===== src/rtl/gemm_result_writer_if.sv =====
// Result-writer bus: the tile input from the GeMM controller / MAC array
// together with the output SRAM valid/ready write port.
interface gemm_result_writer_if #(
    parameter int AddrWidth = 16,
    parameter int DataWidth = 32,
    parameter int M         = 4,
    parameter int N         = 4
) ();
    logic                       result_valid_i;
    logic [M*N*DataWidth-1:0]   result_data_i;
    logic [AddrWidth-1:0]       m_idx_i;
    logic [AddrWidth-1:0]       n_idx_i;

    logic                       sram_we_o;
    logic                       sram_ready_i;
    logic [AddrWidth-1:0]       sram_addr_o;
    logic [N*DataWidth-1:0]     sram_wdata_o;

    // The writer drives the SRAM request and consumes tiles.
    modport master (
        input  result_valid_i, result_data_i, m_idx_i, n_idx_i, sram_ready_i,
        output sram_we_o, sram_addr_o, sram_wdata_o
    );

    modport slave (
        output result_valid_i, result_data_i, m_idx_i, n_idx_i, sram_ready_i,
        input  sram_we_o, sram_addr_o, sram_wdata_o
    );
endinterface


===== src/rtl/gemm_result_writer.sv =====
// Buffers finished M x N GeMM output tiles in a small FIFO and drains each
// tile to the output SRAM one row per accepted beat.
module gemm_result_writer #(
    parameter int AddrWidth = 16,
    parameter int DataWidth = 32,
    parameter int M         = 4,
    parameter int N         = 4,
    parameter int FifoDepth = 4
) (
    input  logic                 clk_i,
    input  logic                 rst_ni,
    input  logic                 start_i,
    input  logic                 ctrl_done_i,
    input  logic [AddrWidth-1:0] N_size_i,
    input  logic [AddrWidth-1:0] base_addr_i,
    output logic                 busy_o,
    output logic                 done_o,
    output logic                 overflow_o,
    gemm_result_writer_if.master bus
);

    localparam int PW   = $clog2(FifoDepth);
    localparam int RW   = (M > 1) ? $clog2(M) : 1;
    localparam int TW   = M * N * DataWidth;
    localparam int RowW = N * DataWidth;

    typedef enum logic {
        Idle,
        Write
    } state_t;

    state_t               state, state_next;
    logic [RW-1:0]        row, row_next;
    logic [PW:0]          wptr, rptr;
    logic                 done_pending;
    logic                 overflow;

    logic [TW-1:0]        mem_data [FifoDepth];
    logic [AddrWidth-1:0] mem_m    [FifoDepth];
    logic [AddrWidth-1:0] mem_n    [FifoDepth];

    logic                 empty, full, push, beat, last_row, pop, more, done_fire;
    logic [PW-1:0]        head;
    logic [TW-1:0]        head_tile;

    function automatic logic [AddrWidth-1:0] row_addr(
        input logic [AddrWidth-1:0] base,
        input logic [AddrWidth-1:0] nsize,
        input logic [AddrWidth-1:0] midx,
        input logic [AddrWidth-1:0] nidx,
        input logic [RW-1:0]        r
    );
        logic [AddrWidth-1:0] stride;
        logic [AddrWidth-1:0] row_idx;
        stride  = nsize / AddrWidth'(N);
        row_idx = midx * AddrWidth'(M) + AddrWidth'(r);
        return base + row_idx * stride + nidx;
    endfunction

    // The extra pointer bit separates full from empty when the low bits match.
    assign empty    = (wptr == rptr);
    assign full     = (wptr[PW] != rptr[PW]) && (wptr[PW-1:0] == rptr[PW-1:0]);
    assign push     = bus.result_valid_i && !full;
    assign beat     = (state == Write) && bus.sram_ready_i;
    assign last_row = (row == RW'(M - 1));
    assign pop      = beat && last_row;
    assign more     = ((rptr + (PW+1)'(1)) != wptr) || push;
    assign head     = rptr[PW-1:0];
    assign head_tile = mem_data[head];

    assign done_fire = done_pending && empty && (state == Idle) && !push;

    always_comb begin
        state_next = state;
        row_next   = row;
        case (state)
            Idle: begin
                // Looking at push as well lets a fresh tile write one cycle later.
                if (!empty || push) begin
                    state_next = Write;
                    row_next   = '0;
                end
            end
            Write: begin
                if (beat) begin
                    if (last_row) begin
                        row_next   = '0;
                        state_next = more ? Write : Idle;
                    end else begin
                        row_next = row + RW'(1);
                    end
                end
            end
            default: begin
                state_next = Idle;
                row_next   = '0;
            end
        endcase
    end

    always_ff @(posedge clk_i or negedge rst_ni) begin
        if (!rst_ni) begin
            state        <= Idle;
            row          <= '0;
            wptr         <= '0;
            rptr         <= '0;
            done_pending <= 1'b0;
            overflow     <= 1'b0;
        end else begin
            state <= state_next;
            row   <= row_next;
            if (push) wptr <= wptr + (PW+1)'(1);
            if (pop)  rptr <= rptr + (PW+1)'(1);
            if (start_i)          done_pending <= 1'b0;
            else if (ctrl_done_i) done_pending <= 1'b1;
            else if (done_fire)   done_pending <= 1'b0;
            overflow <= (overflow && !start_i) || (bus.result_valid_i && full);
        end
    end

    // Tile storage carries no reset; validity lives entirely in the pointers.
    always_ff @(posedge clk_i) begin
        if (push) begin
            mem_data[wptr[PW-1:0]] <= bus.result_data_i;
            mem_m[wptr[PW-1:0]]    <= bus.m_idx_i;
            mem_n[wptr[PW-1:0]]    <= bus.n_idx_i;
        end
    end

    assign bus.sram_we_o    = (state == Write);
    assign bus.sram_addr_o  = (state == Write)
                            ? row_addr(base_addr_i, N_size_i, mem_m[head], mem_n[head], row)
                            : '0;
    assign bus.sram_wdata_o = (state == Write) ? head_tile[row*RowW +: RowW] : '0;

    assign done_o     = done_fire;
    assign overflow_o = overflow;
    assign busy_o     = !empty || (state == Write) || (done_pending && !done_fire);

endmodule


===== src/flat_wrapper.sv =====
// flat-port wrapper written by rule: the top's interface ports become plain ports
module gemm_result_writer_flat 
#(
    parameter int AddrWidth = 16,
    parameter int DataWidth = 32,
    parameter int M         = 4,
    parameter int N         = 4,
    parameter int FifoDepth = 4
)
  (clk_i, rst_ni, start_i, ctrl_done_i, N_size_i, base_addr_i, busy_o, done_o, overflow_o, bus_result_valid_i, bus_result_data_i, bus_m_idx_i, bus_n_idx_i, bus_sram_ready_i, bus_sram_we_o, bus_sram_addr_o, bus_sram_wdata_o);
  gemm_result_writer_if #(.AddrWidth(AddrWidth), .DataWidth(DataWidth), .M(M), .N(N)) bus_i ();
  input  logic clk_i;
  input  logic rst_ni;
  input  logic start_i;
  input  logic ctrl_done_i;
  input  logic [AddrWidth-1:0] N_size_i;
  input  logic [AddrWidth-1:0] base_addr_i;
  output logic busy_o;
  output logic done_o;
  output logic overflow_o;
  input wire logic [$bits(bus_i.result_valid_i)-1:0] bus_result_valid_i;
  input wire logic [$bits(bus_i.result_data_i)-1:0] bus_result_data_i;
  input wire logic [$bits(bus_i.m_idx_i)-1:0] bus_m_idx_i;
  input wire logic [$bits(bus_i.n_idx_i)-1:0] bus_n_idx_i;
  input wire logic [$bits(bus_i.sram_ready_i)-1:0] bus_sram_ready_i;
  output wire logic [$bits(bus_i.sram_we_o)-1:0] bus_sram_we_o;
  output wire logic [$bits(bus_i.sram_addr_o)-1:0] bus_sram_addr_o;
  output wire logic [$bits(bus_i.sram_wdata_o)-1:0] bus_sram_wdata_o;
  assign bus_i.result_valid_i = bus_result_valid_i;
  assign bus_i.result_data_i = bus_result_data_i;
  assign bus_i.m_idx_i = bus_m_idx_i;
  assign bus_i.n_idx_i = bus_n_idx_i;
  assign bus_i.sram_ready_i = bus_sram_ready_i;
  assign bus_sram_we_o = bus_i.sram_we_o;
  assign bus_sram_addr_o = bus_i.sram_addr_o;
  assign bus_sram_wdata_o = bus_i.sram_wdata_o;
  gemm_result_writer #(.AddrWidth(AddrWidth), .DataWidth(DataWidth), .M(M), .N(N), .FifoDepth(FifoDepth)) u_core (.clk_i(clk_i), .rst_ni(rst_ni), .start_i(start_i), .ctrl_done_i(ctrl_done_i), .N_size_i(N_size_i), .base_addr_i(base_addr_i), .busy_o(busy_o), .done_o(done_o), .overflow_o(overflow_o), .bus(bus_i));
endmodule

===== config.mk =====
export PLATFORM = sky130hd
export DESIGN_NAME = gemm_result_writer_flat
export DESIGN_NICKNAME = d
export VERILOG_FILES = /design/src/rtl/gemm_result_writer_if.sv /design/src/rtl/gemm_result_writer.sv /design/src/flat_wrapper.sv
export SDC_FILE = /design/constraint.sdc
export NUM_CORES = 2
export LEC_CHECK = 0
export BUFFER_PORTS_ARGS = -buffer_cell sky130_fd_sc_hd__buf_4
export CORE_ASPECT_RATIO = 0.7
export CORE_UTILIZATION = 54
export CTS_CLUSTER_DIAMETER = 50
export DETAILED_ROUTE_END_ITERATION = 16
export HOLD_SLACK_MARGIN = 0.15
export PLACE_DENSITY = 0.85
export RECOVER_POWER = 100
export SYNTH_ARGS = -nofsm -noshare
export SYNTH_HDL_FRONTEND = slang
export SYNTH_SLANG_ARGS = --single-unit

===== constraint.sdc =====
create_clock -name clk_i -period 14.1 [get_ports clk_i]
set_input_delay 2.115 -clock clk_i [delete_from_list [all_inputs] [get_ports clk_i]]
set_output_delay 2.115 -clock clk_i [all_outputs]
set_load 0.01 [all_outputs]

==> results_dict.tcl <==
set metrics [dict create \
    yosysWarnings 0 \
    status "finished, violations left" \
    cpMostUsedCell "fa_1" \
    worstPathRequired_ns 11.98 \
    crit_arrival_ns 9.14 \
    cp-start-kind "flip-flop" \
    cp_slowest_cell "dfrtp_1" \
    port_buffers 725 \
    yosysSeqAreaShare_pct 75.02 \
    antenna_left 0 \
    cp_slowest_stage_delay_ns 1.62 \
    drcViolationCount 0 \
    avgSynthCellArea_um2 23.16 \
    tightest_slew_ns 4.776 \
    cts_buffers 196 \
    htreeDepth 4 \
    rsz0062_at_grt "no" \
    slew_headroom_pct -218.6 \
    fin_skew_ns 0.06213 \
    r2r_end "u_core.mem_data[0][76]" \
    synthArstFlopShare_pct 0.5048 \
    ios 730 \
    cts_num_sinks 2179 \
    hold_end "u_core.overflow_o" \
    start_util_pct 54.79 \
    dp_hpwl_um 119800 \
    dr.pass1.iters 8 \
    worstSetupPathType "flip-flop to output port" \
    final_util_pct 62.42 \
    via_per_inst 6.072 \
    fin_crit_ns 11.26 \
    wl_per_cell_um 29.75 \
    fp.dieW_um 482.1 \
    synth_top_area_cell "edfxtp_1" \
    hold_viol 0 \
    fin_crit_sh_pct 79.85 \
    yosys_most_used_dff "edfxtp_1" \
    ys_types 39 \
    drt_iter0_drc 3643 \
    clock.fmax_mhz 88.82 \
    synthTopCellsByArea "edfxtp_1 (75%), mux4_2 (17%), fa_1 (2.5%)" \
    final_nets 5294 \
    grt_overflow 0 \
    grt_first_pass_wirelength_um 296900 \
    fin_setup_tns_ns 0 \
    path_cells "buf_4, mux4_2, and2_1, fa_1, inv_1, fa_1, fa_1, fa_1, inv_1, fa_1, inv_1, fa_1, inv_1, ha_1, nor3_1, nand2b_1, a211o_1, a31o_2, a21oi_1, xor2_1, nor2_1, clkbuf_1" \
    synth_common_cells "edfxtp_1 (2168), mux4_2 (670), and2_1 (214), inv_1 (167), fa_1 (108)" \
    cts.repair.resized 0 \
    path_delay_family "adder cells" \
    max_cap_viol_count 18 \
    hold_path.class "flip-flop to flip-flop" \
    path_clk_slew_ns 0.06 \
    worst-path-max-fanout 39 \
    track_usage_pct 25.19 \
    hold_start "u_core.overflow_o" \
    insertion_delay_ns 0.84 \
    hold_depth 2 \
    die_area_um2 163000 \
    syn_to_final_growth_pct 13.94 \
    syn-cell-area_um2 87140 \
    dp_slack_ns 4.469 \
    drive_above_1_share_pct 24.34 \
    vias 41810 \
    grt_max_degree 145 \
    max-clock-path-buffers 3 \
    ff2ff_path_depth 7 \
    synth_nets 4506 \
    yosys.area.top_type_share_pct 74.71 \
    slew_violations 1343 \
    violations "capacitance limit, slew limit" \
    antenna_found_initial 97 \
    synth_enable_flop_cells 2168 \
    routed_wl_um 204900 \
    tritoncts "built" \
    gp_congestion 0.8400 \
    hold_buffers 0 \
    setup_viol 0 \
    cts-root-buf "clkbuf_16" \
    grt_pass1_vias 44195 \
    ys_seq_elements 2179 \
    rows 122 \
    core_um2 159100 \
    r2r-start "u_core.rptr[0]" \
    postCtsSetupBuffers 0 \
    critPathCaptureType "output port" \
    crit_buf_inv 6 \
    worst_slack_ns 2.842 \
    synth_most_common_cell "edfxtp_1" \
    die_y_um 338.1 \
    synth_cells 3762 \
    r2r_slack_ns 2.90 \
]
[cells by family after synthesis]
logic type      synth area share, %
flops                         75.02
compound gates               0.2570
simple gates                  2.049
xor+xnor                     0.4767
buf+inv                       1.610
mux                           17.33
fa+ha+maj                     3.256
[flip-flops by register name, summed over array words and instances (netlist names)]
name and count:
u_core.mem_data 2048, u_core.mem_n 64, u_core.mem_m 56, u_core.rptr 3, u_core.wptr 3, u_core.row 2, u_core.bus.sram_we_o 1, u_core.done_pending 1
u_core.overflow_o 1
[placed cells by master (no fill, tap or decap), drive strengths merged, types with 2 or more instances in the layout]
master	netlist	routed
a32o	2	2
bufinv	0	17
o21ai	8	8
o21bai	2	2
xnor2	27	27
nor3	3	3
nor4	2	2
nand2	69	69
ha	54	54
diode	0	65
a21o	3	3
nor2b	3	3
a211o	3	3
xor2	17	17
inv	167	179
edfxtp	2168	2168
clkbuf	96	834
clkinv	0	89
nand3	3	3
nor2	18	18
nand2b	3	3
and2	214	214
dfrtp	11	11
clkinvlp	0	3
a21oi	13	13
mux4	670	670
fa	108	108
buf	86	178
nand4	4	4
[layout make-up]
type / count / area [um^2]
Antenna cell: 65 / 162.7
Sequential cell: 2179 / 65390
Multi-Input combinational cell: 1234 / 20360
Clock inverter: 121 / 1292
Fill cell: 10679 / 59770
Clock buffer: 240 / 5132
Timing Repair Buffer: 772 / 3686
Tap cell: 2108 / 2638
Inverter: 167 / 626.9
[per-stage QoR]
| step | hold slack (ns) | cell area [um^2] | cells |
|---|---|---|---|
| CTS | 0.5594 | 101400 | 6821 |
| global route | 0.5735 | 99270 | 6879 |
| finish | 0.5554 | 99290 | 6886 |
| global placement | 0.5111 | 95020 | 6460 |
| detailed placement | 0.5477 | 95020 | 6460 |
| floorplan | 0.4910 | 87150 | 3762 |
[metal layers]
metal / routed length [um] / global-route usage, % / part of all wire (%)
met4: 8207 / 10.88 / 4.0
met2: 105300 / 41.59 / 51
met1: 75220 / 32.24 / 37
met3: 15740 / 5.795 / 7.7
met5: 405 / 0 / 0.20
[worst min-delay path: cells and delay by family, from the launching register on]
family / cells / cell delay, ns
AOI/OAI and AO/OA: 1 / 0.07
buffers and inverters: 1 / 0.07
DFF: 1 / 0.38
[worst max-delay path by stage]
| stage | start | end | slack (ns) | cells past startpoint |
|---|---|---|---|---|
| 6_report | u_core.rptr[0] | bus_sram_addr_o[13] | 2.84 | 22 |
| 2_1_floorplan | bus_result_valid_i | u_core.mem_data[0][0] | -1.55 | 2 |
| 4_1_cts | u_core.rptr[0] | bus_sram_addr_o[13] | 3.58 | 22 |
| 5_1_grt | u_core.rptr[0] | u_core.mem_data[0][464] | 2.08 | 7 |
| 3_5_place_dp | u_core.rptr[0] | bus_sram_addr_o[13] | 4.47 | 22 |
| 3_3_place_gp | u_core.rptr[0] | bus_sram_addr_o[13] | 4.50 | 22 |
Power is not shown: default switching activity piles up to over one toggle a cycle in this logic, so the estimate is an artifact.
